**config.mk**
```make
export PLATFORM = sky130hd
export DESIGN_NAME = opnd_fetch
export DESIGN_NICKNAME = d
export VERILOG_FILES = /design/src/rtl/opnd_fetch.sv
export SDC_FILE = /design/constraint.sdc
export NUM_CORES = 1
export LEC_CHECK = 0
export ABC_AREA = 1
export CAP_MARGIN = 20
export CORE_MARGIN = 2
export CORE_UTILIZATION = 40
export CTS_CLUSTER_DIAMETER = 80
export DETAILED_ROUTE_END_ITERATION = 16
export PLACE_DENSITY = 0.75
export SYNTH_ARGS = -nofsm -noshare
export SYNTH_HDL_FRONTEND = slang
export SYNTH_SLANG_ARGS = --single-unit
```
**constraint.sdc**
```tcl
create_clock -name clk -period 2.4 [get_ports clk]
set_clock_uncertainty 0.05 [all_clocks]
set_input_delay 0.36 -clock clk [delete_from_list [all_inputs] [get_ports clk]]
set_output_delay 0.36 -clock clk [all_outputs]
set_load 0.05 [all_outputs]
```
**src/rtl/opnd_fetch.sv**
```systemverilog
// Operand fetch stage: resolves source operands through the forwarding network,
// registers the ID/EX micro-op and sequences the two-phase INT push/branch.
module opnd_fetch #(
  parameter int unsigned     DW      = 16,
  parameter int unsigned     AW      = 4,
  parameter int unsigned     NFWD    = 2,
  parameter logic [AW-1:0]   SP_ADDR = 4'd8,
  parameter logic [DW-1:0]   INT_VEC = 16'h0008
) (
  input  logic               clk,
  input  logic               rst,
  input  logic               in_valid,
  output logic               in_ready,
  input  logic [DW-1:0]      in_pc,
  input  logic [DW-1:0]      in_imm,
  input  logic               in_re0,
  input  logic               in_re1,
  input  logic               in_use_imm,
  input  logic [AW-1:0]      in_addr0,
  input  logic [AW-1:0]      in_addr1,
  input  logic [AW-1:0]      in_waddr,
  input  logic               in_we,
  input  logic               in_int,
  input  logic [7:0]         in_op,
  input  logic [3:0]         in_int_no,
  output logic [AW-1:0]      rf_addr0,
  output logic [AW-1:0]      rf_addr1,
  input  logic [DW-1:0]      rf_data0,
  input  logic [DW-1:0]      rf_data1,
  input  logic [NFWD-1:0]    fwd_we,
  input  logic [NFWD-1:0]    fwd_load,
  input  logic [NFWD*AW-1:0] fwd_waddr,
  input  logic [NFWD*DW-1:0] fwd_wdata,
  input  logic               flush,
  output logic               out_valid,
  input  logic               out_ready,
  output logic [7:0]         out_op,
  output logic [1:0]         out_phase,
  output logic [DW-1:0]      out_op0,
  output logic [DW-1:0]      out_op1,
  output logic               out_we,
  output logic [AW-1:0]      out_waddr,
  output logic [DW-1:0]      out_pc,
  output logic               br_valid,
  output logic [DW-1:0]      br_addr,
  output logic               stall_o,
  output logic               int_busy
);

  typedef enum logic [1:0] {IDLE, INT1, INT2} state_e;

  state_e          state_q, state_d;
  logic            out_valid_q, out_valid_d;
  logic [7:0]      out_op_q, out_op_d;
  logic [1:0]      out_phase_q, out_phase_d;
  logic [DW-1:0]   out_op0_q, out_op0_d;
  logic [DW-1:0]   out_op1_q, out_op1_d;
  logic            out_we_q, out_we_d;
  logic [AW-1:0]   out_waddr_q, out_waddr_d;
  logic [DW-1:0]   out_pc_q, out_pc_d;
  logic            br_valid_q, br_valid_d;
  logic [DW-1:0]   br_addr_q, br_addr_d;
  logic [3:0]      int_no_q, int_no_d;
  logic [DW-1:0]   int_pc_q, int_pc_d;
  logic [7:0]      int_op_q, int_op_d;

  logic            re0_c, re1_c;
  logic [AW-1:0]   addr0_c;
  logic [DW-1:0]   opnd0_c, opnd1_c;
  logic            hit0_c, hit1_c, haz0_c, haz1_c, hazard_c;
  logic            accept_c;

  // Operand 0 reads SP for an INT accept and for the phase-2 re-fetch.
  always_comb begin
    addr0_c = in_addr0;
    re0_c   = 1'b0;
    re1_c   = 1'b0;
    if (state_q == IDLE) begin
      if (in_int) addr0_c = SP_ADDR;
      re0_c = in_valid && (in_int || in_re0);
      re1_c = in_valid && !in_int && in_re1 && !in_use_imm;
    end else if (state_q == INT2) begin
      addr0_c = SP_ADDR;
      re0_c   = 1'b1;
    end
  end

  assign rf_addr0 = addr0_c;
  assign rf_addr1 = in_addr1;

  // Lowest forwarding index is youngest, so the first match wins.
  always_comb begin
    opnd0_c = '0;
    opnd1_c = '0;
    hit0_c  = 1'b0;
    hit1_c  = 1'b0;
    haz0_c  = 1'b0;
    haz1_c  = 1'b0;
    if (re0_c) opnd0_c = rf_data0;
    if (re1_c) opnd1_c = rf_data1;
    for (int j = 0; j < NFWD; j++) begin
      if (re0_c && !hit0_c && fwd_we[j] && fwd_waddr[j*AW +: AW] == addr0_c) begin
        hit0_c  = 1'b1;
        opnd0_c = fwd_wdata[j*DW +: DW];
        haz0_c  = fwd_load[j];
      end
      if (re1_c && !hit1_c && fwd_we[j] && fwd_waddr[j*AW +: AW] == in_addr1) begin
        hit1_c  = 1'b1;
        opnd1_c = fwd_wdata[j*DW +: DW];
        haz1_c  = fwd_load[j];
      end
    end
    if (in_use_imm) opnd1_c = in_imm;
  end

  assign hazard_c = haz0_c || haz1_c;
  assign stall_o  = hazard_c;
  assign int_busy = (state_q != IDLE);
  assign in_ready = (!out_valid_q || out_ready) && !hazard_c && (state_q == IDLE) && !flush;
  assign accept_c = in_valid && in_ready;

  always_comb begin
    state_d     = state_q;
    out_valid_d = out_valid_q;
    out_op_d    = out_op_q;
    out_phase_d = out_phase_q;
    out_op0_d   = out_op0_q;
    out_op1_d   = out_op1_q;
    out_we_d    = out_we_q;
    out_waddr_d = out_waddr_q;
    out_pc_d    = out_pc_q;
    br_valid_d  = 1'b0;
    br_addr_d   = br_addr_q;
    int_no_d    = int_no_q;
    int_pc_d    = int_pc_q;
    int_op_d    = int_op_q;

    if (out_ready) out_valid_d = 1'b0;

    case (state_q)
      IDLE: begin
        if (accept_c) begin
          out_valid_d = 1'b1;
          out_op_d    = in_op;
          out_op0_d   = opnd0_c;
          out_pc_d    = in_pc;
          if (in_int) begin
            out_phase_d = 2'd1;
            out_op1_d   = in_pc;
            out_we_d    = 1'b1;
            out_waddr_d = SP_ADDR;
            int_no_d    = in_int_no;
            int_pc_d    = in_pc;
            int_op_d    = in_op;
            state_d     = INT1;
          end else begin
            out_phase_d = 2'd0;
            out_op1_d   = opnd1_c;
            out_we_d    = in_we;
            out_waddr_d = in_waddr;
          end
        end
      end
      INT1: begin
        if (out_valid_q && out_ready) state_d = INT2;
      end
      INT2: begin
        if ((!out_valid_q || out_ready) && !hazard_c) begin
          out_valid_d = 1'b1;
          out_op_d    = int_op_q;
          out_phase_d = 2'd2;
          out_op0_d   = opnd0_c;
          out_op1_d   = DW'(int_no_q);
          out_we_d    = 1'b1;
          out_waddr_d = SP_ADDR;
          out_pc_d    = int_pc_q;
          br_valid_d  = 1'b1;
          br_addr_d   = INT_VEC;
          state_d     = IDLE;
        end
      end
      default: state_d = IDLE;
    endcase

    // Flush overrides any capture or INT progress in the same cycle.
    if (flush) begin
      out_valid_d = 1'b0;
      br_valid_d  = 1'b0;
      state_d     = IDLE;
    end
  end

  always_ff @(posedge clk) begin
    if (rst) begin
      state_q     <= IDLE;
      out_valid_q <= 1'b0;
      out_op_q    <= '0;
      out_phase_q <= '0;
      out_op0_q   <= '0;
      out_op1_q   <= '0;
      out_we_q    <= 1'b0;
      out_waddr_q <= '0;
      out_pc_q    <= '0;
      br_valid_q  <= 1'b0;
      br_addr_q   <= '0;
      int_no_q    <= '0;
      int_pc_q    <= '0;
      int_op_q    <= '0;
    end else begin
      state_q     <= state_d;
      out_valid_q <= out_valid_d;
      out_op_q    <= out_op_d;
      out_phase_q <= out_phase_d;
      out_op0_q   <= out_op0_d;
      out_op1_q   <= out_op1_d;
      out_we_q    <= out_we_d;
      out_waddr_q <= out_waddr_d;
      out_pc_q    <= out_pc_d;
      br_valid_q  <= br_valid_d;
      br_addr_q   <= br_addr_d;
      int_no_q    <= int_no_d;
      int_pc_q    <= int_pc_d;
      int_op_q    <= int_op_d;
    end
  end

  assign out_valid = out_valid_q;
  assign out_op    = out_op_q;
  assign out_phase = out_phase_q;
  assign out_op0   = out_op0_q;
  assign out_op1   = out_op1_q;
  assign out_we    = out_we_q;
  assign out_waddr = out_waddr_q;
  assign out_pc    = out_pc_q;
  assign br_valid  = br_valid_q;
  assign br_addr   = br_addr_q;

endmodule

```
==> flow_summary.yaml <==
synth:
  syn_area_um2: 6028
  synth_cell_types: 36
  yosysTopAreaCellShare: 0.3188
  synth_area_leader_cell: "dfxtp_1"
  synth_warnings: 0
  synth.avg_cell_area_um2: 6.034
  yosys-top-cells-area: "dfxtp_1, nand2_1, nor2_1, nand3_1, inv_1"
  synth-seq-cells: 96
  ys_seq_area_frac: 0.3188
  syn_inst: 999
route:
  via_per_inst: 5.095
  drcViolationCount: 0
  wl_per_cell_um: 16.48
  routed_wl_um: 23780
  vias: 7352
  drtAntennaViolNets: 0
  drtIter0Drc: 609
  first_pass_iters: 5
clocking:
  tritoncts: "done"
  numClockSinks: 96
  insertion_delay_ns: 0.35
  clockBufferDepth: 2
  cts_buffers: 9
  clk_pin_slew_worst_paths_ns: 0.06
  h-tree-depth: 3
  cts-root-buf: "clkbuf_16"
worst_hold_path:
  hold_path_class: "flip-flop to flip-flop"
cells_and_area:
  final_nets: 1397
  syn2layout_area_growth_pct: 59.61
  final_util: 0.6570
  num_antenna_cells: 0
  drive_gt1_frac: 0.1541
  fin_cells: 1443
critical_path:
  cp_slowest_cell: "clkdlybuf4s50_1"
  r2r_slack_ns: -0.06
  cp.required_ns: 1.99
  end_kind: "output port"
  cp_cell_sequence: "clkdlybuf4s50_1 > inv_1 > nand2_1 > nand2_1 > nor3_2 > nand2_2 > nand4_2 > nand2_4 > nand2_4 > nand3_4 > nor2_4 > buf_12"
  startpoint_type: "input pin"
  critPathTopFamily: "simple AND/OR/NAND/NOR gates"
  path_buf_inv: 3
  max_stage_delay_ns: 0.52
  path_max_fanout: 3
  cp_data_arrival_time_ns: 2.11
  crit_type: "input pin to output port"
run_status:
  status: "finished with violations"
  violations: "setup timing"
grt:
  busiest_layer: "met2"
  grt.overflow.total: 0
  antenna_found_initial: 1
  grt_usage: 0.2710
  grtUsageMet2: 0.4445
  grt_pass1_wl_um: 34710
  met1_usage: 0.3541
  grt_pass1_vias: 6725
  grt_max_degree: 50
  grtUsageMet3: 0.05188
timing:
  max_slew_margin: 0.6049
  fin_crit_sh: 1.051
  final.min_clock_period_ns: 2.522
  slew_viol_final: 0
  rsz0062_at_grt: "yes"
  setup_tns_ns: -5.375
  hold_violations: 0
  finalSetupViolCount: 67
  max_freq_mhz: 396.5
  setup_slack_ns: -0.1220
  worst_pin_slew_ns: 0.5908
placement:
  dp_hpwl_um: 16830
  place.gp.congestion: 0.9219
  io_buffers: 218
  dp_cells: 1408
die:
  die_h_um: 126.8
  num_io_pins: 234
  die_w_um: 126.8
  std_cell_rows: 44
  die_area_um2: 16070
  start_util: 0.4117
  core_um2: 14640
pwr:
  p_total_w: 0.005031
  vdd_ir_drop_max_mv: 0.3660
  power_density_nw_per_um2: 522.9
  leakagePower_nw: 4.607
run:
  maxCapViolCount: 0
## power by group
group	leakage, nW	switching (W)	internal (W)
registers	0.790	0.0000630	0.00170
logic	3.66	0.000957	0.000691
clock network	0.158	0.000649	0.000970
total	4.61	0.00167	0.00336
## cells by family after synthesis
kind of cell,synth area share
mux,0.01681
buf+inv,0.1579
compound gates,0.1050
flops,0.3188
simple gates,0.3935
xor+xnor,0.007264
other cells,0.0006221
## path summary, 6_finish.rpt
| check | start | end | cells past startpoint |
|---|---|---|---|
| worst min register to register | out_phase[1] | out_phase[1] | 2 |
| worst max-delay path | in_addr1[3] | in_ready | 12 |
| worst max register to register | state_q[1] | out_op1[14] | 17 |
| worst min-delay path | out_phase[1] | out_phase[1] | 2 |
## timing repair
action                                  4_1_cts  5_1_grt
resized for setup                            19       51
cloned                                        0        9
hold buffers                                  0        0
endpoints found under the setup margin        5       94
buffers inserted                              7        5
pin swaps                                    10       12
## flip-flops by register name, summed over array words and instances, names as in the netlist, 4 cells and up
name,count
int_no_q,4
out_op,8
out_pc,16
out_op1,16
int_pc_q,16
out_op0,16
int_op_q,8
out_waddr,4
## placed cells by master, fill, tap and decap left out, types with 7 or more instances in the layout
cell / count
a21oi_1: 28
a22oi_1: 8
buf_12: 13
buf_4: 67
buf_6: 13
clkbuf_16: 15
clkdlybuf4s50_1: 203
conb_1: 15
dfxtp_1: 94
inv_1: 129
mux2_2: 9
nand2_1: 204
nand2_4: 7
nand3_1: 112
nand3_2: 11
nor2_1: 179
nor2_2: 17
o211ai_1: 10
o21ai_0: 52
o22ai_1: 8
## tightest hold or removal path, delay by kind of cell, from the launching register on
family / cells / cell delay, ns
simple gates: 1 / 0.06
compound gates: 1 / 0.05
flops: 1 / 0.31
## layout make-up
cell class,instances,area [um^2]
clock inverters,4,76.32
repair buffers,307,3139
clock buffers,11,252.7
inverters,137,529.3
fillers,1312,5022
well taps,184,230.2
flip-flops and latches,96,1924
multi-input cells,704,3470
## synthesized netlist by cell type, drive strengths merged
cell    instances
nand2         218
nor2          202
inv           135
nand3         126
dfxtp          96
o21ai          59
buf            48
a21oi          29
clkbuf         28
o211ai         10
mux2            9
a22oi           8
o22ai           8
nand4           5
xor2            5
nor3            4
or2             3
clkinv          2
and2            1
conb            1
nand3b          1
o21a            1
## stage by stage
| stage | setup WS (ns) | cell area, um^2 | hold slack (ns) |
|---|---|---|---|
| after floorplan | -0.06567 | 6146 | 0.3791 |
| after global placement | -0.3461 | 8772 | 0.3983 |
| after detailed placement | -0.3449 | 8772 | 0.4049 |
| after CTS | -0.06277 | 9194 | 0.4180 |
| after global routing | -0.2188 | 9622 | 0.4254 |
| final | -0.1220 | 9622 | 0.4166 |
## layer usage
layer,share of wire,wire (um)
met5,0,0
met4,0.038,908
met3,0.077,1833
met2,0.46,11010
met1,0.42,10030
(Power assumes the default switching activity.)
